### src/rtl/seq_bit_serializer.sv
// Parallel-to-serial stage feeding the 1011 sequence detector's inp_bit.
// A one-word holding register lets consecutive words stream with no idle bit between them.
module seq_bit_serializer #(
  parameter int unsigned WIDTH     = 8,
  parameter int unsigned MSB_FIRST = 1,
  parameter int unsigned FILL_BIT  = 0,
  parameter int unsigned CNT_W     = 16
) (
  input  logic             clk,
  input  logic             reset_n,
  input  logic [WIDTH-1:0] in_data,
  input  logic             in_valid,
  output logic             in_ready,
  input  logic             bit_en,
  output logic             bit_out,
  output logic             bit_valid,
  output logic             word_done,
  output logic             busy,
  output logic [CNT_W-1:0] words_sent
);

  localparam int unsigned CW = $clog2(WIDTH);
  localparam logic [CW-1:0] LAST_CNT = CW'(WIDTH - 1);
  localparam logic FILL = 1'(FILL_BIT);

  localparam logic [0:0] S_IDLE  = 1'b0;
  localparam logic [0:0] S_SHIFT = 1'b1;

  logic [0:0]       r_state;
  logic [WIDTH-1:0] r_sh;
  logic [CW-1:0]    r_cnt;
  logic [WIDTH-1:0] r_hold;
  logic             r_hold_full;
  logic             r_word_done;
  logic [CNT_W-1:0] r_words_sent;

  logic [0:0]       w_state_nxt;
  logic [WIDTH-1:0] w_sh_nxt;
  logic [CW-1:0]    w_cnt_nxt;
  logic [WIDTH-1:0] w_hold_nxt;
  logic             w_hold_full_nxt;
  logic             w_word_done_nxt;
  logic [CNT_W-1:0] w_words_sent_nxt;
  logic             w_accept;
  logic             w_tap;
  logic [WIDTH-1:0] w_sh_shifted;

  assign w_accept = in_valid && !r_hold_full;

  // Output end of the shift register and the word after one bit has left it.
  always_comb begin
    if (MSB_FIRST != 0) begin
      w_tap        = r_sh[WIDTH-1];
      w_sh_shifted = {r_sh[WIDTH-2:0], 1'b0};
    end else begin
      w_tap        = r_sh[0];
      w_sh_shifted = {1'b0, r_sh[WIDTH-1:1]};
    end
  end

  always_ff @(posedge clk or negedge reset_n) begin
    if (!reset_n) begin
      r_state      <= S_IDLE;
      r_sh         <= '0;
      r_cnt        <= '0;
      r_hold       <= '0;
      r_hold_full  <= 1'b0;
      r_word_done  <= 1'b0;
      r_words_sent <= '0;
    end else begin
      r_state      <= w_state_nxt;
      r_sh         <= w_sh_nxt;
      r_cnt        <= w_cnt_nxt;
      r_hold       <= w_hold_nxt;
      r_hold_full  <= w_hold_full_nxt;
      r_word_done  <= w_word_done_nxt;
      r_words_sent <= w_words_sent_nxt;
    end
  end

  // Load from hold when idle or at the last bit; otherwise shift on each enabled cycle.
  always_comb begin
    w_state_nxt      = r_state;
    w_sh_nxt         = r_sh;
    w_cnt_nxt        = r_cnt;
    w_hold_nxt       = r_hold;
    w_hold_full_nxt  = r_hold_full;
    w_word_done_nxt  = 1'b0;
    w_words_sent_nxt = r_words_sent;

    case (r_state)
      S_IDLE: begin
        if (r_hold_full) begin
          w_sh_nxt        = r_hold;
          w_cnt_nxt       = '0;
          w_hold_full_nxt = 1'b0;
          w_state_nxt     = S_SHIFT;
        end
      end
      S_SHIFT: begin
        if (bit_en) begin
          if (r_cnt == LAST_CNT) begin
            w_word_done_nxt  = 1'b1;
            w_words_sent_nxt = r_words_sent + CNT_W'(1);
            if (r_hold_full) begin
              w_sh_nxt        = r_hold;
              w_cnt_nxt       = '0;
              w_hold_full_nxt = 1'b0;
            end else begin
              w_state_nxt = S_IDLE;
            end
          end else begin
            w_sh_nxt  = w_sh_shifted;
            w_cnt_nxt = r_cnt + CW'(1);
          end
        end
      end
      default: w_state_nxt = S_IDLE;
    endcase

    // A new word refills hold after any load above has emptied it.
    if (w_accept) begin
      w_hold_nxt      = in_data;
      w_hold_full_nxt = 1'b1;
    end
  end

  assign in_ready   = !r_hold_full;
  assign bit_valid  = (r_state == S_SHIFT);
  assign bit_out    = (r_state == S_SHIFT) ? w_tap : FILL;
  assign busy       = (r_state == S_SHIFT) || r_hold_full;
  assign word_done  = r_word_done;
  assign words_sent = r_words_sent;

endmodule

### config.mk
export PLATFORM = sky130hd
export DESIGN_NAME = seq_bit_serializer
export DESIGN_NICKNAME = d
export VERILOG_FILES = /design/src/rtl/seq_bit_serializer.sv
export SDC_FILE = /design/constraint.sdc
export NUM_CORES = 1
export LEC_CHECK = 0
export BUFFER_PORTS_ARGS = -buffer_cell sky130_fd_sc_hd__buf_2
export CELL_PAD_IN_SITES_DETAIL_PLACEMENT = 1
export CELL_PAD_IN_SITES_GLOBAL_PLACEMENT = 2
export CORE_MARGIN = 2
export CORE_UTILIZATION = 32
export CTS_CLUSTER_DIAMETER = 40
export CTS_CLUSTER_SIZE = 16
export DETAILED_ROUTE_END_ITERATION = 10
export PLACE_DENSITY_LB_ADDON = 0.15
export RECOVER_POWER = 25
export SLEW_MARGIN = 0
export SYNTH_ARGS = -nofsm -noshare
export SYNTH_HDL_FRONTEND = slang
export SYNTH_SLANG_ARGS = --single-unit
### constraint.sdc
create_clock -name clk -period 1.65 [get_ports clk]
set_input_delay 0.33 -clock clk [delete_from_list [all_inputs] [get_ports clk]]
set_output_delay 0.33 -clock clk [all_outputs]
set_load 0.01 [all_outputs]
==> metrics.log, run 1 <==
INFO  metric outcome = complete, no violations
INFO  metric worst_slack = 43.8 ps
INFO  metric syn_inst = 145
INFO  metric min_period_over_period = 97.3%
INFO  metric netlist_top_cells_area = sky130_fd_sc_hd__dfrtp_1 (56%), sky130_fd_sc_hd__xnor2_1 (6.2%), sky130_fd_sc_hd__mux2_2 (5.3%), sky130_fd_sc_hd__nand2_1 (3.6%), sky130_fd_sc_hd__ha_1 (3.0%)
INFO  metric clock_pin_slew_on_the_worst_setup_and_hold_paths = 70 ps
INFO  metric synthesis.yosys.warnings = 0
INFO  metric maximum_capacitance_violations = 0
INFO  metric arrival = 1770 ps
INFO  metric gpl.final_weighted_congestion = 0.719
INFO  metric post_layout_nonfiller_instances = 260
INFO  metric routed_wl = 3540 um
INFO  metric setup_repair_after_global_routing_missed_its_margin = true
INFO  metric grt_overflow = 0
INFO  metric antenna_found_initial = 0
INFO  metric rows = 26
INFO  metric avgSynthCellArea = 11.7 um2
INFO  metric die_width = 76.7 um
INFO  metric clk_latency = 280 ps
INFO  metric die-area = 0.00588 mm2
INFO  metric vert_die_dim = 76.7 um
INFO  metric yosys.area.top_type_share = 56.2%
INFO  metric tightestPinTransition = 959 ps
INFO  metric fp.coreArea = 0.00511 mm2
INFO  metric io-pin-count = 33
INFO  metric numCtsBuffers = 5
INFO  metric cts.path.max_buffers = 2
INFO  metric synth.lib_cells_used.distinct = 31
INFO  metric synth.most_common_cell = sky130_fd_sc_hd__dfrtp_1
INFO  metric worst_supply_voltage_drop_on_vdd = 0.557 mV
INFO  metric pin_count_of_the_biggest_net_entering_global_routing = 39
INFO  metric clock-skew-final = 6.14 ps
INFO  metric via_count = 1216
INFO  metric layout-drive-gt1-share = 38.4%
INFO  metric finalHoldViolCount = 0
INFO  metric cts.root.buffer_cell = sky130_fd_sc_hd__clkbuf_8
INFO  metric post_synth_most_frequent_cells = sky130_fd_sc_hd__dfrtp_1 (38), sky130_fd_sc_hd__nand2_1 (16), sky130_fd_sc_hd__xnor2_1 (12)
INFO  metric via_per_inst = 4.68
INFO  metric worst_setup_path_start_kind = flop
INFO  metric postSynthNetCount = 161
INFO  metric setup_tns = 0 ps
INFO  metric drt-wirelength-per-cell = 13.6 um
INFO  metric clkSinkCount = 38
INFO  metric mappedNetlistArea = 0.00169 mm2
INFO  metric pwr_density_cell = 1150 mW/mm2
INFO  metric io_buffers = 32
INFO  metric timing.max_slew.rel_slack = 36.1%
INFO  metric place.detailed.instances = 252
INFO  metric path_class_of_the_lowest_slack_min_delay_path = input port to flop
INFO  metric htree_num_levels = 2
INFO  metric final.min_clock_period = 1610 ps
INFO  metric layout-area-overhead-vs-synth = 27.5%
INFO  metric synth-edff-count = 0
INFO  metric required = 1820 ps
INFO  metric synth_sequential_area_ratio = 56.2%
INFO  metric timing.fmax = 623 MHz
INFO  metric drc_errors = 0
INFO  metric critical_path.max_fanout = 3
INFO  metric total_routing_usage_reported_by_global_routing = 13.5%
INFO  metric static-leakage-power = 1.05 nW
INFO  metric final_cell_area = 0.00216 mm2
INFO  metric grt_pass1_wl = 6290 um
INFO  metric firstDrtPassIters = 4
INFO  metric setup_viol = 0
INFO  metric dpl_cell_area = 0.00199 mm2
INFO  metric critical_path_class = flop to flop
INFO  metric final_hpwl_dp = 2550 um
INFO  metric first_global_vias = 1246
INFO  metric netlist.top_cell.by_area = sky130_fd_sc_hd__dfrtp_1
INFO  metric effective_utilization_at_floorplan = 33.1%
INFO  metric place_ws = -99.0 ps
INFO  metric fin_nets = 206
INFO  metric drtIter0Drc = 47
INFO  metric asyncSetResetFlopFracSynth = 100%
INFO  metric detail-route-antenna-nets = 0
INFO  metric synth_top_flop_cell = sky130_fd_sc_hd__dfrtp_1
INFO  metric worst_setup_path_end_kind = flop
INFO  metric finalPower = 2.49 mW
INFO  metric yosys_register_bits = 38
INFO  metric final-max-slew-violation-count = 0
INFO  metric tritoncts_clock_tree = built
INFO  metric num_antenna_cells = 0
## worst paths after layout
kind,slack [ps],cells past startpoint,to,from
setup / recovery,40,6,words_sent[12],r_cnt[1]
hold / removal,260,3,r_hold[0],in_data[0]
setup reg to reg,40,6,words_sent[12],r_cnt[1]
hold reg to reg,480,2,r_sh[5],r_sh[5]
max in group asynchronous,780,2,words_sent[6],reset_n
min in group asynchronous,270,2,bit_valid,reset_n
## per-layer routing
layer	wire length, um	vias to the layer above	part of all wire, %	global-route usage (%)
li1	-	584	-	-
met2	1660	22	47	19.8
met1	1700	605	48	18.9
met3	147	5	4.1	4.00
met5	0	-	0	0
met4	38	0	1.1	5.27
## timing repair
| action | 4_1_cts | 5_1_grt |
|---|---|---|
| gates resized for setup | 6 | 13 |
| pin swaps | 4 | 4 |
| buffers inserted | 2 | 0 |
| hold buffers | 0 | 0 |
| endpoints found under the setup margin | 8 | 17 |
| endpoints found under the hold margin | 0 | 0 |
## final cells by class
class | count | area [um2]
clock buffer | 7 | 76.3
fill | 580 | 2950
inverter | 8 | 30.0
multi-input combinational | 95 | 779
sequential | 38 | 951
tap | 70 | 87.6
timing repair buffer | 42 | 233
## power breakdown
group          internal, mW  total (mW)  switching (mW)
logic                 0.314       0.568           0.254
clock network         0.291       0.594           0.303
registers              1.15        1.32           0.174
total                  1.75        2.49           0.731
## cells in the final DEF (no fill, tap or decap), types with 2 or more instances in the layout
cell type                  netlist  routed
sky130_fd_sc_hd__and2_1          2       2
sky130_fd_sc_hd__and3_1          2       2
sky130_fd_sc_hd__nand2_1        16      15
sky130_fd_sc_hd__o21a_1          2       2
sky130_fd_sc_hd__o22ai_2         0       2
sky130_fd_sc_hd__nor4_4          1       2
sky130_fd_sc_hd__clkbuf_1        1       2
sky130_fd_sc_hd__xnor2_1        12      11
sky130_fd_sc_hd__ha_1            4       2
sky130_fd_sc_hd__o22ai_1         5       3
sky130_fd_sc_hd__mux2_2          8       8
sky130_fd_sc_hd__mux2i_1         3       3
sky130_fd_sc_hd__dfrtp_1        38      38
sky130_fd_sc_hd__nor2_4          0       2
sky130_fd_sc_hd__o21ai_0         5       5
sky130_fd_sc_hd__nor2b_1         5       4
sky130_fd_sc_hd__xor2_1          3       3
sky130_fd_sc_hd__ha_4            0       2
sky130_fd_sc_hd__buf_4           0       9
sky130_fd_sc_hd__o21ai_1         3       3
sky130_fd_sc_hd__clkbuf_8        0       5
sky130_fd_sc_hd__inv_1           8       8
sky130_fd_sc_hd__a21oi_1         6       5
sky130_fd_sc_hd__buf_2           3      32
sky130_fd_sc_hd__nand4_1         5       5
## through the flow
| step | hold WS, ps | utilization [%] |
|---|---|---|
| final | 264 | 42.2 |
| after global routing | 266 | 42.2 |
| after CTS | 114 | 41.4 |
| after detailed placement | 422 | 38.9 |
| after global placement | 411 | 38.9 |
| after floorplan | 34.4 | - |
## registers in the layout, indices dropped and copies added, names as in the netlist
signal       cells
bit_valid        1
r_cnt            3
r_hold           8
r_hold_full      1
r_sh             8
word_done        1
words_sent      16
## critical path, cell delays in order, from the launching register on
cell                      delay, ps
sky130_fd_sc_hd__dfrtp_1        400
sky130_fd_sc_hd__ha_4           170
sky130_fd_sc_hd__ha_4           140
sky130_fd_sc_hd__nand4_1        200
sky130_fd_sc_hd__nor4_4         280
sky130_fd_sc_hd__nand4_1        150
sky130_fd_sc_hd__xnor2_1        150
## kinds of logic (layout without fill, tap and decap cells)
group	Yosys count	count (layout)	share of synthesized area, %
mux	11	11	7.10
buf+inv	12	57	2.88
flops	38	38	56.2
compound gates	22	22	7.32
xor+xnor	15	15	7.77
simple gates	43	43	15.8
fa+ha+maj	4	4	2.96
Power figures use the tool's default switching activity.
==> run 2: changes to the inputs <==
- SETUP_SLACK_MARGIN: not set -> 0.5
- SLEW_MARGIN: 0 -> not set
==> metrics.log, run 2 (synthesized netlist as in run 1, its figures left out) <==
INFO  metric outcome = complete, no violations
INFO  metric critical-path-slowest-cell = sky130_fd_sc_hd__dfrtp_1
INFO  metric required = 1820 ps
INFO  metric worst_supply_voltage_drop_on_vdd = 0.503 mV
INFO  metric via_per_inst = 4.82
INFO  metric fin_nets = 244
INFO  metric detailroute.wirelength.met2 = 2680 um
INFO  metric total_routing_usage_reported_by_global_routing = 16.3%
INFO  metric die-area = 0.00588 mm2
INFO  metric cpMostUsedCell = sky130_fd_sc_hd__ha_4
INFO  metric detail-route-antenna-nets = 0
INFO  metric clock-skew-final = 14.5 ps
INFO  metric grt_pass1_wl = 7510 um
INFO  metric firstDrtPassIters = 4
INFO  metric largest_register_ffs = 16
INFO  metric io-pin-count = 33
INFO  metric drtIter0Drc = 21
INFO  metric num_antenna_cells = 0
INFO  metric setup_viol = 0
INFO  metric pin_count_of_the_biggest_net_entering_global_routing = 27
INFO  metric final.min_clock_period = 1630 ps
INFO  metric final_hpwl_dp = 2740 um
INFO  metric arrival = 1800 ps
INFO  metric tritoncts_clock_tree = built
INFO  metric via_count = 1442
INFO  metric first_global_vias = 1520
INFO  metric io_buffers = 32
INFO  metric maximum_capacitance_violations = 0
INFO  metric path_class_of_the_lowest_slack_min_delay_path = input port to flop
INFO  metric final_common_cell = sky130_fd_sc_hd__dfrtp_1
INFO  metric timing.critical_path.buf_inv = 2
INFO  metric setup_repair_after_global_routing_missed_its_margin = true
INFO  metric clock_pin_slew_on_the_worst_setup_and_hold_paths = 70 ps
INFO  metric numCtsBuffers = 5
INFO  metric gpl.final_weighted_congestion = 0.747
INFO  metric layout-drive-gt1-share = 58.1%
INFO  metric cts.path.max_buffers = 2
INFO  metric clkSinkCount = 38
INFO  metric effective_utilization_at_floorplan = 33.1%
INFO  metric die_width = 76.7 um
INFO  metric layout.core_utilization = 55.3%
INFO  metric drc_errors = 0
INFO  metric timing.max_slew.rel_slack = 44.9%
INFO  metric htree_num_levels = 2
INFO  metric met3WireLength = 168 um
INFO  metric routed_wl = 4890 um
INFO  metric static-leakage-power = 1.39 nW
INFO  metric mostFrequentLayoutCells = sky130_fd_sc_hd__dfrtp_1 (36), sky130_fd_sc_hd__buf_4 (28), sky130_fd_sc_hd__buf_2 (25), sky130_fd_sc_hd__buf_6 (22), sky130_fd_sc_hd__nand2_1 (12)
INFO  metric timing.fmax = 615 MHz
INFO  metric cts.root.buffer_cell = sky130_fd_sc_hd__clkbuf_8
INFO  metric rows = 26
INFO  metric route.layer.met1.wl = 1910 um
INFO  metric finalPower = 3.31 mW
INFO  metric clk_latency = 300 ps
INFO  metric pwr_density_cell = 1170 mW/mm2
INFO  metric critical_path_class = flop to flop
INFO  metric drt-wirelength-per-cell = 16.4 um
INFO  metric grt_overflow = 0
INFO  metric top_layer_used = met4
INFO  metric vert_die_dim = 76.7 um
INFO  metric worst_setup_path_start_kind = flop
INFO  metric timing.critical_path.slowest_cell_delay = 410 ps
INFO  metric antenna_found_initial = 0
INFO  metric layout-area-overhead-vs-synth = 66.9%
INFO  metric fp.coreArea = 0.00511 mm2
INFO  metric crit_family = flip-flops
INFO  metric finalHoldViolCount = 0
INFO  metric final-max-slew-violation-count = 0
INFO  metric tightestPinTransition = 826 ps
INFO  metric min_period_over_period = 98.6%
INFO  metric critical_path.max_fanout = 5
INFO  metric worst_setup_path_end_kind = flop
INFO  metric critical_path.cell_chain = ha_4 > buf_4 > ha_4 > nor2b_4 > buf_6 > nand2_8 > o22ai_2 > a21oi_2
-- run 2: changes by cell type in the layout (fill, tap and decap cells not counted), sizes merged --
| cell | change |
|---|---|
| bufinv | +2 |
| buf | +36 |
| o22ai | +1 |
| dlygate4sd3 | +1 |
| clkbuf | -1 |
-- run 2: worst register-to-register path: cells and delay by family (launching register included) --
kind	cells	cell delay, ps
AOI/OAI and AO/OA	2	240
adders and majority gates	2	350
buffers and inverters	2	280
DFF	1	410
and+or+nand+nor	2	240
-- run 2: layer usage --
| metal | vias to the layer above | track usage (%) |
|---|---|---|
| met2 | 33 | 29.0 |
| li1 | 666 | - |
| met3 | 11 | 3.18 |
| met5 | - | 0 |
| met4 | 0 | 7.64 |
| met1 | 732 | 18.8 |
-- run 2: path summary, 6_finish.rpt --
kind	start	to	cells past startpoint	slack (ps)
setup / recovery	r_cnt[1]	r_sh[3]	8	20
hold / removal	in_data[0]	r_hold[0]	3	250
setup reg to reg	r_cnt[1]	r_sh[3]	8	20
hold reg to reg	r_sh[6]	r_sh[6]	2	500
max in group asynchronous	reset_n	r_hold[2]	3	370
min in group asynchronous	reset_n	words_sent[2]	2	650
-- run 2: final cells by class --
cell class	count	area, um2
Clock inverter	2	60.1
Clock buffer	6	82.6
Inverter	8	32.5
Tap cell	70	87.6
Fill cell	552	2280
Multi-Input combinational cell	96	970
Sequential cell	38	953
Timing Repair Buffer	79	637
-- run 2: repair_timing --
| action | in CTS | in global routing |
|---|---|---|
| cloned | 1 | 1 |
| hold buffers | 1 | 0 |
| hold endpoints to repair | 12 | 0 |
| endpoints found under the setup margin | 56 | 56 |
| gates resized for setup | 38 | 31 |
| pin swaps | 13 | 15 |
| setup buffers | 25 | 14 |
-- run 2: stage by stage --
stage	hold slack (ps)	instance area [um2]	instances	setup WS (ps)	setup TNS [ps]
CTS	242	2570	284	29.1	0
global placement	258	2050	249	40.7	0
detailed placement	254	2050	249	-17.7	-34.8
global route	262	2820	299	-80.4	-499
finish	254	2820	299	22.7	0
floorplan	34.4	1780	145	158	0
-- run 2: report_power, final --
part,leakage (nW),total [mW],internal [mW],switching (mW)
Sequential,0.475,1.34,1.15,0.190
Clock,0.0714,0.980,0.645,0.335
Combinational,0.846,0.991,0.600,0.390
